<file path="src/rtl/vote_link_ctrl.sv">
// Voting-terminal link controller: collects a parity-protected vote word and exchanges
// words with a peer over a four-phase rts/rtr/cts/ctr handshake, with watchdog and self-test.
module vote_link_ctrl #(
    parameter int unsigned VOTE_W     = 2,
    parameter int unsigned END_CODE   = 6,
    parameter int unsigned MAX_ROUNDS = 8,
    parameter int unsigned TIMEOUT    = 1024,
    parameter int unsigned SIG        = 9
) (
    input  logic              clock,
    input  logic              reset,
    input  logic              test,
    input  logic              start,
    input  logic              key,
    input  logic [VOTE_W-1:0] button,
    input  logic              rts,
    input  logic              rtr,
    input  logic [VOTE_W+1:0] v_in,
    output logic [VOTE_W+1:0] v_out,
    output logic              cts,
    output logic              ctr,
    output logic              parity_err,
    output logic              timeout,
    output logic [7:0]        round_cnt
);

    localparam int unsigned W    = VOTE_W + 2;
    localparam int unsigned WD_W = (TIMEOUT > 1) ? $clog2(TIMEOUT) : 1;

    localparam logic [W-1:0]    END_W   = W'(END_CODE);
    localparam logic [W-1:0]    SIG_W   = W'(SIG);
    localparam logic [7:0]      MAX_R8  = 8'(MAX_ROUNDS);
    localparam logic [WD_W-1:0] WD_LAST = WD_W'(TIMEOUT - 1);

    typedef enum logic [3:0] {
        STARTUP,
        STANDBY,
        GET_IN,
        START_TX,
        SEND,
        TX_2_RX,
        RECEIVE,
        RX_2_TX,
        END_TX,
        TEST_1,
        TEST_2
    } state_t;

    state_t            state_q, state_d;
    logic [W-1:0]      word_q, word_d;
    logic [VOTE_W-1:0] last_q, last_d;
    logic [W-1:0]      v_out_q, v_out_d;
    logic              cts_q, cts_d;
    logic              ctr_q, ctr_d;
    logic              perr_q, perr_d;
    logic              timeout_q, timeout_d;
    logic [7:0]        round_q, round_d;
    logic [WD_W-1:0]   wd_q, wd_d;
    logic              watched;
    logic              hs_done;

    always_comb begin
        state_d   = state_q;
        word_d    = word_q;
        last_d    = last_q;
        v_out_d   = v_out_q;
        cts_d     = cts_q;
        ctr_d     = ctr_q;
        perr_d    = perr_q;
        timeout_d = 1'b0;
        round_d   = round_q;
        wd_d      = '0;
        watched   = 1'b0;
        hs_done   = 1'b0;

        unique case (state_q)
            STARTUP: begin
                word_d  = '0;
                cts_d   = 1'b0;
                ctr_d   = 1'b0;
                state_d = test ? STANDBY : TEST_1;
            end
            STANDBY: begin
                cts_d = rtr;
                if (start) begin
                    word_d  = '0;
                    round_d = '0;
                    state_d = GET_IN;
                end
            end
            GET_IN: begin
                if (!start) begin
                    state_d = START_TX;
                end else if (key) begin
                    word_d[0] = 1'b1;
                    for (int unsigned i = 0; i < VOTE_W; i++) begin
                        if (button[i] && !last_q[i]) word_d[i+1] = ~word_q[i+1];
                    end
                    last_d = button;
                end else begin
                    word_d = '0;
                end
            end
            START_TX: begin
                word_d[W-1] = ^word_q[W-2:0];
                perr_d      = 1'b0;
                state_d     = SEND;
            end
            SEND: begin
                if (rtr) begin
                    v_out_d = word_q;
                    cts_d   = 1'b1;
                    state_d = (word_q == END_W || round_q == MAX_R8) ? END_TX : TX_2_RX;
                end
            end
            TX_2_RX: begin
                watched = 1'b1;
                hs_done = !rts;
                if (hs_done) begin
                    ctr_d   = 1'b1;
                    state_d = RECEIVE;
                end
            end
            RECEIVE: begin
                watched = 1'b1;
                hs_done = rts;
                if (hs_done) begin
                    ctr_d   = 1'b0;
                    state_d = RX_2_TX;
                    round_d = (round_q == 8'hFF) ? round_q : round_q + 8'd1;
                    // A corrupted word is dropped so the previous one goes out again.
                    if (^v_in == 1'b0) word_d = v_in;
                    else               perr_d = 1'b1;
                end
            end
            RX_2_TX: begin
                watched = 1'b1;
                hs_done = !rtr;
                if (hs_done) begin
                    cts_d   = 1'b0;
                    state_d = SEND;
                end
            end
            END_TX: begin
                watched = 1'b1;
                hs_done = !rtr;
                if (hs_done) begin
                    cts_d   = 1'b0;
                    state_d = STANDBY;
                end
            end
            TEST_1: begin
                word_d = v_in;
                if (&v_in) state_d = TEST_2;
            end
            TEST_2: begin
                word_d  = SIG_W;
                state_d = SEND;
            end
            default: state_d = STARTUP;
        endcase

        // Handshake completion on the terminal count beats the watchdog.
        if (watched && !hs_done && TIMEOUT != 0) begin
            if (wd_q == WD_LAST) begin
                timeout_d = 1'b1;
                cts_d     = 1'b0;
                ctr_d     = 1'b0;
                state_d   = STANDBY;
            end else begin
                wd_d = wd_q + 1'b1;
            end
        end
    end

    always_ff @(posedge clock) begin
        if (reset) begin
            state_q   <= STARTUP;
            word_q    <= '0;
            last_q    <= '0;
            v_out_q   <= '0;
            cts_q     <= 1'b0;
            ctr_q     <= 1'b0;
            perr_q    <= 1'b0;
            timeout_q <= 1'b0;
            round_q   <= '0;
            wd_q      <= '0;
        end else begin
            state_q   <= state_d;
            word_q    <= word_d;
            last_q    <= last_d;
            v_out_q   <= v_out_d;
            cts_q     <= cts_d;
            ctr_q     <= ctr_d;
            perr_q    <= perr_d;
            timeout_q <= timeout_d;
            round_q   <= round_d;
            wd_q      <= wd_d;
        end
    end

    assign v_out      = v_out_q;
    assign cts        = cts_q;
    assign ctr        = ctr_q;
    assign parity_err = perr_q;
    assign timeout    = timeout_q;
    assign round_cnt  = round_q;

endmodule

</file>
<file path="config.mk">
export PLATFORM = sky130hd
export DESIGN_NAME = vote_link_ctrl
export DESIGN_NICKNAME = d
export VERILOG_FILES = /design/src/rtl/vote_link_ctrl.sv
export SDC_FILE = /design/constraint.sdc
export NUM_CORES = 1
export LEC_CHECK = 0
export ABC_AREA = 1
export ABC_CLOCK_PERIOD_IN_PS = 1700
export BUFFER_PORTS_ARGS = -buffer_cell sky130_fd_sc_hd__clkbuf_2
export CELL_PAD_IN_SITES_DETAIL_PLACEMENT = 2
export CELL_PAD_IN_SITES_GLOBAL_PLACEMENT = 2
export CORE_MARGIN = 4
export CORE_UTILIZATION = 27
export DETAILED_ROUTE_END_ITERATION = 12
export GPL_ROUTABILITY_DRIVEN = 0
export MAX_ROUTING_LAYER = met4
export PLACE_DENSITY_LB_ADDON = 0.1
export SYNTH_ARGS = -nofsm -noshare
export SYNTH_HDL_FRONTEND = slang
export SYNTH_SLANG_ARGS = --single-unit
export TNS_END_PERCENT = 50
</file>
<file path="constraint.sdc">
create_clock -name clock -period 1.7 [get_ports clock]
set_clock_uncertainty 0.1 [all_clocks]
set_input_delay 0.34 -clock clock [delete_from_list [all_inputs] [get_ports clock]]
set_output_delay 0.34 -clock clock [all_outputs]
set_load 0.03 [all_outputs]
</file>
After elaboration in Yosys (flattened, before gate mapping)
Index checks and enable logic that the tools add are counted.
- equal/unequal tests: 23
- multiply operators: 0
- muxes and demuxes: 43
- add/sub/neg operators: 2
- reductions and logical operators: 30
- divide/modulo/power cells: 0
- bitwise gates (word level): 3
- shifts and indexed selects: 0
- magnitude comparators: 0
- operators with widths (cell ; number):
    4-bit two-way mux ; 16
    4-bit one-hot mux with 10 select lines ; 1
    8-bit two-way mux ; 3
    4-bit by 3-bit == test with 1-bit output, second input constant ; 5
    3-bit one-hot mux with 6 select lines ; 1
    6-bit AND reduction ; 3
    8-bit one-hot mux with 2 select lines ; 1
    1-bit two-way mux ; 15
    2-bit != test, second input constant ; 7
    4-bit == test, second input constant ; 3
    10-bit by 1-bit adder with 10-bit output, second input constant ; 1
    10-bit == test, second input constant ; 1
    8-bit by 1-bit adder with 8-bit output, second input constant ; 1
    4-bit by 2-bit == test with 1-bit output, second input constant ; 2
    8-bit by 4-bit == test with 1-bit output, second input constant ; 1
    8-bit == test, second input constant ; 1
    4-bit AND reduction ; 2
    1-bit one-hot mux with 7 select lines ; 1
    7-bit nonzero test ; 1
    3-bit != test, second input constant ; 2
    1-bit one-hot mux with 3 select lines ; 2
    3-bit AND reduction ; 2
    6-bit nonzero test ; 1
    2-bit OR reduction ; 3
    16 further kinds ; 25
- memories kept: 0
- memory bits (writable): 0
- output and inout bits: 16
- bits of input ports: 13
- word-level logic and storage cells: 114
- register bits: 36
- bits in read-only memories: 0
- bits in latches: 0

Depth between registers and ports, before layout
Gate-level depths: netlist of the first run.
- word-level depth: 7
- gate-level depth with buffers: 11
- gate-level depth less buffers: 11

Worst setup path before layout of the first run
No wires, ideal clock.
- path type: flip-flop to flip-flop
- start point: register round_q[0] (netlist: round_cnt[0])
- end point: register round_q[1] (netlist: round_cnt[1])
- cell stages (with the launch flop): 11
- buffers on the path: 0
- data arrival time: 1.412 ns
- library setup time: 0.116 ns
- slack: 0.072 ns
- required time: 1.484 ns
- period minus slack after synthesis: 1.628 ns
- path through: dfxtp_1 -> ha_1 -> nand2_1 -> inv_1 -> nand3b_1 -> nand2_1 -> nand2_1 -> nand2_2 -> nand2_1 -> o21ai_0 -> nor2_1
- cells in the longest elaborated chain, start to end: 4
- elaborated cells between the ends (all ways): 7
- classes of those cells: 1 x add/sub; 2 x eq/ne; 3 x mux; 1 x reduce/logical
- ends and longest elaborated chain (element ; RTL line ; source):
    start, declared ; 57 ; logic [7:0] round_q, round_d;
    start signal, assigned ; 197 ; round_q <= round_d;
    8-bit by 1-bit adder with 8-bit output ; 130 ; round_d = (round_q == 8'hFF) ? round_q : round_q + 8'd1;
    8-bit two-way mux ; 130 ;
    8-bit two-way mux ; 127 ; if (hs_done) begin
    8-bit one-hot mux with 2 select lines ; 76 ; unique case (state_q)
Several ways; a longest one is shown, not always the timed one. The select of a mux whose other input is x is not followed.
A chain may end at the register's enable or synchronous reset.

Final worst setup path of the first run
- start point: register round_q[0] (netlist: round_cnt[0])
- end point: register state_q[0]
- cells in the longest elaborated chain, start to end: 7
- ends and longest elaborated chain (element ; RTL line ; source):
    8-bit by 4-bit == test with 1-bit output * ; 113 ; state_d = (word_q == END_W || round_q == MAX_R8) ? END_TX : TX_2_RX;
    1-bit logical OR * ; 113 ;
    4-bit two-way mux * ; 113 ;
    4-bit two-way mux * ; 110 ; if (rtr) begin
    4-bit one-hot mux with 10 select lines * ; 76 ;
    4-bit two-way mux ; 165 ; if (wd_q == WD_LAST) begin
    4-bit two-way mux * ; 164 ; if (watched && !hs_done && TIMEOUT != 0) begin
    end signal, assigned ; 189 ; state_q <= state_d;
    end, declared ; 49 ; state_t state_q, state_d;
Mark *: on every way between the ends. The rest lies on a longest branch, timed or not.

==> flow_summary.ini, run 1 <==
[clock_tree]
hold_buffers = 0
htreeDepth = 2
cts_buffers = 5
clk_transition_reported_paths_ps = 80
clockBufferDepth = 2
cts_tree = built
clk_latency_ps = 290
root_buffer = clkbuf_8
cts_num_sinks = 36

[floorplan]
core-area_sq_um = 7370
die_w_um = 95.6
dieHeight_um = 95.6
ioPinCount = 29
rows = 31
initial_core_util_pct = 28.1
die-area_sq_um = 9140

[worst_setup_path]
crit_arrival_ps = 1760
path_max_fanout = 4
end_kind = flip-flop
cp_data_required_time_ps = 1780
worstSetupStartpointType = flip-flop
worst-setup-path-type = reg2reg
r2r_cells = 11

[logic_synthesis]
synthTopCellsByCount = 97 x nand2_1, 55 x nor2_1, 36 x dfxtp_1, 35 x inv_1, 25 x a21oi_1
ys_warn_count = 0
syn_avg_cell_area_sq_um = 6.38
syn_nets = 344
synth.distinct_cells = 25
synth_edf_count = 0
ys_seq_elements = 36
synth_area_sq_um = 2070
synth_cells = 325
synth_area_leaders = dfxtp_1 35%, nand2_1 18%, nor2_1 10%
yosysTopAreaCell = dfxtp_1
synth.top_cell.area_share_pct = 34.8
synthFlopType = dfxtp_1
synth_most_common_cell = nand2_1
ys_seq_area_share_pct = 34.8
synth-async-reset-ratio_pct = 0

[run]
maxCapViolCount = 0

[finish]
drive_above_1_share_pct = 30.5
layout.nets = 418
syn2layout_area_growth_pct = 37.7
n_antenna_cell = 0

[routing]
drt-pass1-iter-count = 4
drc = 0
drtIter0Drc = 64
viasPerCell = 4.73
ant_nets = 0
drt_wl_total_um = 7990
routedWlPerCell_um = 16.0
num_vias = 2361

[place]
hpwl_um = 6110
portBuffers = 28

[sta]
rsz0062_at_grt = true
slew_headroom_pct = 74.7
slew_violations = 0
setup_violations = 0
worst_pin_slew_ps = 377
hold_ws_ps = 248
min_period_over_period_pct = 98.6
fmax_mhz = 596
finalWorstPathRequiredPeriod_ps = 1680
finalHoldViolCount = 0

[global_routing]
grt_pass1_vias = 2497
antenna_found_initial = 0
gr-usage-all-layers_pct = 17.5
grt_max_degree = 12
grt_first_pass_wirelength_um = 12000
grt-ovfl-total = 0

[power_and_ir_drop]
power_density_nw_per_um2 = 1180
ir_drop_mv = 0.414
leakage_nw = 1.28
power_mw = 3.38

[run_status]
status = finished, final reports clean

[min_path]
whs_path_depth = 3
min_path_type = in2reg
report_power, final:
group	internal [mW]	switching, mW
Clock	0.293	0.323
Combinational	0.634	1.05
Sequential	0.968	0.115
Total	1.89	1.48
flip-flops by register name, summed over array words and instances, names as in the netlist:
signal and count:
wd_q 10, round_cnt 8, state_q 4, v_out 4, word_q 4, last_q 2, ctr 1, cts 1
parity_err 1, timeout 1
worst paths after layout:
| check | start | to | slack (ps) |
|---|---|---|---|
| worst max-delay path | round_cnt[0]$_SDFFE_PP0P_ | state_q[0]$_SDFF_PP0_ | 20 |
| worst min-delay path | button[0] | last_q[0]$_SDFFE_PP0P_ | 250 |
| worst max register to register | round_cnt[0]$_SDFFE_PP0P_ | state_q[0]$_SDFF_PP0_ | 20 |
| worst min register to register | last_q[1]$_SDFFE_PP0P_ | last_q[1]$_SDFFE_PP0P_ | 360 |
cell families (layout without fill, tap and decap cells):
group / count (synthesis) / count (layout) / synth area share [%]
fa+ha+maj: 6 / 6 / 3.62
buf+inv: 39 / 112 / 7.07
xor+xnor: 10 / 10 / 4.23
compound gates: 39 / 39 / 9.84
simple gates: 195 / 197 / 40.5
flops: 36 / 36 / 34.8
metrics by stage:
step	setup TNS (ps)	cell area (sq um)	util (%)	instances	setup WS, ps
after floorplan	0	2070	-	325	71.9
after global placement	0	2600	35.2	484	11.6
after detailed placement	-999	2600	35.2	484	-156
after CTS	-21.7	2710	36.7	492	-21.7
after global routing	-240	2850	38.7	499	-49.5
final	0	2850	38.7	499	23.1
critical path, cell delays in order, from the launching register on:
cell,delay (ps)
dfxtp_4,370
inv_2,70
ha_1,150
nand2_1,80
nor3_2,220
nand2_1,120
nand3_2,100
nand2_2,60
nand2_1,110
nand2_1,70
nand2_1,60
nand2_1,50
metal layers:
metal / GRT usage [%] / share of wire (%)
met5: - / 0
met4: 4.03 / 1.1
met3: 2.37 / 2.1
met2: 29.6 / 51
met1: 22.0 / 46
what timing repair did:
action / in CTS / in global routing
resized for setup: 5 / 39
endpoints found under the setup margin: 10 / 34
hold endpoints to repair: 0 / 0
buffers inserted: 0 / 5
cloned: 0 / 2
pin swaps: 1 / 9
cell type report:
cell class / instances / area [sq um]
Clock buffer: 7 / 76.3
Clock inverter: 1 / 8.76
Fill cell: 918 / 4520
Inverter: 37 / 139
Multi-Input combinational cell: 252 / 1320
Sequential cell: 36 / 737
Tap cell: 99 / 124
Timing Repair Buffer: 67 / 445
placed cells by master, fill, tap and decap left out, drive strengths merged:
cell and count:
o31ai 1, o211ai 1, xor2 6, nand3b 2
clkinv 1, nor2 61, buf 39, nand3 17
nor3 5, o21ai 11, ha 6, dfxtp 36
or2 1, xnor2 4, a21oi 26, clkbuf 35
nand2 102, nand4 9, inv 37
Power figures use the tool's default switching activity.
==> run 2: changes to the inputs <==
Settings changed: CORE_ASPECT_RATIO set to 0.75, RECOVER_POWER set to 100.
==> flow_summary.ini, run 2 (synthesized netlist as in run 1, its figures left out) <==
[run_status]
status = finished, final reports clean

[finish]
drive_above_1_share_pct = 26.0
syn2layout_area_growth_pct = 37.5
layout_common_cells = 91 x nand2_1, 50 x nor2_1, 44 x buf_4, 33 x inv_1, 31 x dfxtp_1
stdcell_area_sq_um = 2850
n_antenna_cell = 0
final_common_cell = nand2_1
final_util_pct = 38.5
largest_reg_flops = 10
layout.nets = 422
regMostFlops = wd_q
fillers = 917
finalNonFillerCells = 505

[worst_setup_path]
worstSetupStartpointType = flip-flop
crit_arrival_ps = 1680
worst-setup-path-type = reg2reg
end_kind = flip-flop
path_max_fanout = 6
cp_data_required_time_ps = 1790

[sta]
slew_violations = 0
setup_ws_ps = 104
worst_pin_slew_ps = 385
min_period_over_period_pct = 93.9
tns_ps = 0
finalWorstPathRequiredPeriod_ps = 1600
slew_headroom_pct = 74.5
rsz0062_at_grt = true
finalHoldViolCount = 0
setup_violations = 0
fmax_mhz = 626
hold_ws_ps = 271

[run]
maxCapViolCount = 0

[clock_tree]
clk_latency_ps = 290
htreeDepth = 2
cts_num_sinks = 36
root_buffer = clkbuf_8
clockBufferDepth = 2
hold_buffers = 0
cts_tree = built
cts_buffers = 5
clk_transition_reported_paths_ps = 80

[place]
dp.cells = 492
hpwl_um = 6030
pre_cts_slack_ps = -83.0
portBuffers = 28
place_area_sq_um = 2640

[global_routing]
grt_max_degree = 13
gr-usage-all-layers_pct = 17.6
grt_first_pass_wirelength_um = 12400
grt-ovfl-total = 0
antenna_found_initial = 0
grt_pass1_vias = 2503

[routing]
num_vias = 2367
drt-pass1-iter-count = 4
drt_wl_total_um = 7650
routedWlPerCell_um = 15.1
ant_nets = 0
drtIter0Drc = 41
viasPerCell = 4.69
drc = 0

[power_and_ir_drop]
ir_drop_mv = 0.352
pwr-share-seq_pct = 31.2
power_mw = 3.43
p_int_mw = 1.93
leakage_nw = 1.28
power_density_nw_per_um2 = 1200
netSwitchingPower_mw = 1.50
p_clk_share_pct = 18.5
p_sw_share_pct = 43.6
power_frac_comb_pct = 50.3

[floorplan]
die-area_sq_um = 9150
rows = 27
dieHeight_um = 83.9
ioPinCount = 29
core-area_sq_um = 7400
initial_core_util_pct = 28.0
die_w_um = 109

[min_path]
min_path_type = in2reg
==> run 2: power by group through the flow <==
stage	clock [mW]	sequential [mW]	combinational, mW
floorplan	0	1.11	0.837
global placement	0	1.07	1.50
detailed placement	0	1.07	1.55
CTS	0.665	1.06	1.57
global route	0.721	1.09	1.94
finish	0.633	1.07	1.73
==> run 2: critical path: stages (launching register included) <==
cell,delay [ps]
dfxtp_2,370
buf_4,150
nor2_2,170
nand3_1,110
nand2_2,120
buf_4,130
nor2_4,50
buf_4,130
a21oi_1,110
nor2_1,60
==> run 2: path summary, 6_finish.rpt <==
check | startpoint | to | slack (ps) | depth (start not counted)
worst max-delay path | state_q[2]$_SDFF_PP0_ | word_q[0]$_SDFFE_PP0P_ | 100 | 9
worst min-delay path | button[0] | last_q[0]$_SDFFE_PP0P_ | 270 | 3
worst max register to register | state_q[2]$_SDFF_PP0_ | word_q[0]$_SDFFE_PP0P_ | 100 | 9
worst min register to register | last_q[0]$_SDFFE_PP0P_ | last_q[0]$_SDFFE_PP0P_ | 370 | 2
==> run 2: cell type report <==
type / count / area (sq um) / share of cell area (%)
sequential: 36 / 729 / 25.6
clock inverter: 3 / 18.8 / 0.659
multi-input combinational: 250 / 1300 / 45.5
timing repair buffer: 73 / 470 / 16.5
clock buffer: 5 / 68.8 / 2.42
tap: 101 / 126 / 4.44
inverter: 37 / 139 / 4.87
==> run 2: layer usage <==
| metal | wire length (um) | global-route usage (%) |
|---|---|---|
| met5 | 0 | - |
| met4 | 65 | 3.21 |
| met3 | 297 | 3.79 |
| met2 | 3520 | 27.6 |
| met1 | 3760 | 23.5 |
==> run 2: timing repair <==
item | 4_1_cts | 5_1_grt
pin swaps | 0 | 5
endpoints found under the setup margin | 7 | 36
setup buffers | 0 | 5
resized for setup | 4 | 28
==> run 3: changes to the inputs <==
Settings changed: GPL_TIMING_DRIVEN set to 1, PLACE_DENSITY_LB_ADDON 0.1 to 0.12.
==> flow_summary.ini, run 3 (synthesized netlist as in run 1, its figures left out) <==
[sta]
fmax_mhz = 615
finalWorstPathRequiredPeriod_ps = 1630
slew_violations = 0
worst_pin_slew_ps = 388
tns_ps = 0
setup_ws_ps = 74.6
finalHoldViolCount = 0
min_period_over_period_pct = 95.6
hold_ws_ps = 272
slew_headroom_pct = 74.3
setup_violations = 0

[finish]
largest_reg_flops = 10
syn2layout_area_growth_pct = 39.9
layout.nets = 416
stdcell_area_sq_um = 2900
layout_common_cells = 91 x nand2_1, 47 x nor2_1, 37 x buf_4, 31 x inv_1, 30 x dfxtp_1
finalNonFillerCells = 499
final_util_pct = 39.2
n_antenna_cell = 0
drive_above_1_share_pct = 26.9
final_common_cell = nand2_1
regMostFlops = wd_q

[worst_setup_path]
critPathBufInv = 4
rr_startpoint = state_q[3]$_SDFF_PP0_
crit_arrival_ps = 1750
critical-path-max-stage-delay_ps = 340
r2r_slack_ps = 70
path_max_fanout = 5
cp_top_family = buffers and inverters
crit_slowest_cell = dfxtp_2
cp_data_required_time_ps = 1830
end_kind = flip-flop
r2r_cells = 9
worstSetupStartpointType = flip-flop
r2r_end = cts$_SDFF_PP0_
worstPathCellList = inv_4 -> nand2_4 -> buf_4 -> nor2_2 -> inv_1 -> buf_4 -> a21oi_1 -> a21oi_1 -> nor2_1
worst-setup-path-type = reg2reg

[global_routing]
grt-ovfl-total = 0
gr-usage-all-layers_pct = 18.5
gr-usage-met3_pct = 3.33
grt_use_met1_pct = 25.7
antenna_found_initial = 0
grt_first_pass_wirelength_um = 12900
top_usage_layer = met2
grt_pass1_vias = 2574
use_met2_pct = 28.0
grt_max_degree = 13

[power_and_ir_drop]
leakage_nw = 1.31
power_mw = 3.40
ir_drop_mv = 0.405
power_density_nw_per_um2 = 1170

[floorplan]
ioPinCount = 29
rows = 27
core-area_sq_um = 7400
die-area_sq_um = 9150
die_w_um = 109
dieHeight_um = 83.9
initial_core_util_pct = 28.0

[min_path]
whs_path_depth = 3
holdPathEnd = last_q[0]$_SDFFE_PP0P_
hp-start = button[0]
min_path_type = in2reg

[clock_tree]
clk_latency_ps = 290
htreeDepth = 2
clockBufferDepth = 2
hold_buffers = 0
root_buffer = clkbuf_8
cts_tree = built
clk_transition_reported_paths_ps = 80
cts_num_sinks = 36
cts_buffers = 5

[routing]
viasPerCell = 4.72
ant_nets = 0
drtIter0Drc = 56
drt-pass1-iter-count = 4
num_vias = 2357
drt_wl_total_um = 8050
routedWlPerCell_um = 16.1
drc = 0

[place]
place_area_sq_um = 2630
hpwl_um = 6330
dp.cells = 488
pre_cts_slack_ps = -107
portBuffers = 28

[run_status]
status = finished, final reports clean

[run]
maxCapViolCount = 0
[run 3: how the worst max path moves through the flow]
stage | end | from | cells past startpoint
final | cts$_SDFF_PP0_ | state_q[3]$_SDFF_PP0_ | 9
after global routing | cts$_SDFF_PP0_ | wd_q[0]$_SDFF_PP0_ | 7
after global placement | ctr$_SDFF_PP0_ | state_q[1]$_SDFF_PP0_ | 8
after detailed placement | round_cnt[1]$_SDFFE_PP0P_ | state_q[3]$_SDFF_PP0_ | 8
after floorplan | round_cnt[1]$_SDFFE_PP0P_ | round_cnt[0]$_SDFFE_PP0P_ | 10
after CTS | wd_q[5]$_SDFF_PP0_ | state_q[2]$_SDFF_PP0_ | 8
[run 3: power breakdown]
part	total, mW	leakage (nW)	switching [mW]	internal [mW]
clock	0.627	0.0479	0.341	0.286
combinational	1.69	0.968	1.10	0.594
sequential	1.08	0.295	0.113	0.963
total	3.40	1.31	1.55	1.84
[run 3: final cells by class]
type | count | area, sq um
Clock buffer | 5 | 68.8
Clock inverter | 3 | 18.8
Tap cell | 101 | 126
Multi-Input combinational cell | 250 | 1370
Timing Repair Buffer | 67 | 438
Inverter | 37 | 144
Sequential cell | 36 | 733
Fill cell | 913 | 4500
[run 3: worst register-to-register path: cells and delay by family (launching register included)]
family,cells,cell delay [ps]
AOI/OAI and AO/OA,2,240
buffers and inverters,4,520
DFF,1,340
and+or+nand+nor,3,360
[run 3: repair_timing]
action / 4_1_cts / 5_1_grt
setup endpoints to repair: 35 / 34
gates resized for setup: 11 / 43
pin swaps: 1 / 7
buffers inserted: 0 / 3
[run 3: metal layers]
metal | part of all wire (%) | vias to the layer above
met5 | 0 | -
met3 | 3.6 | 8
met2 | 46 | 31
met4 | 0.87 | 0
li1 | - | 1176
met1 | 49 | 1142
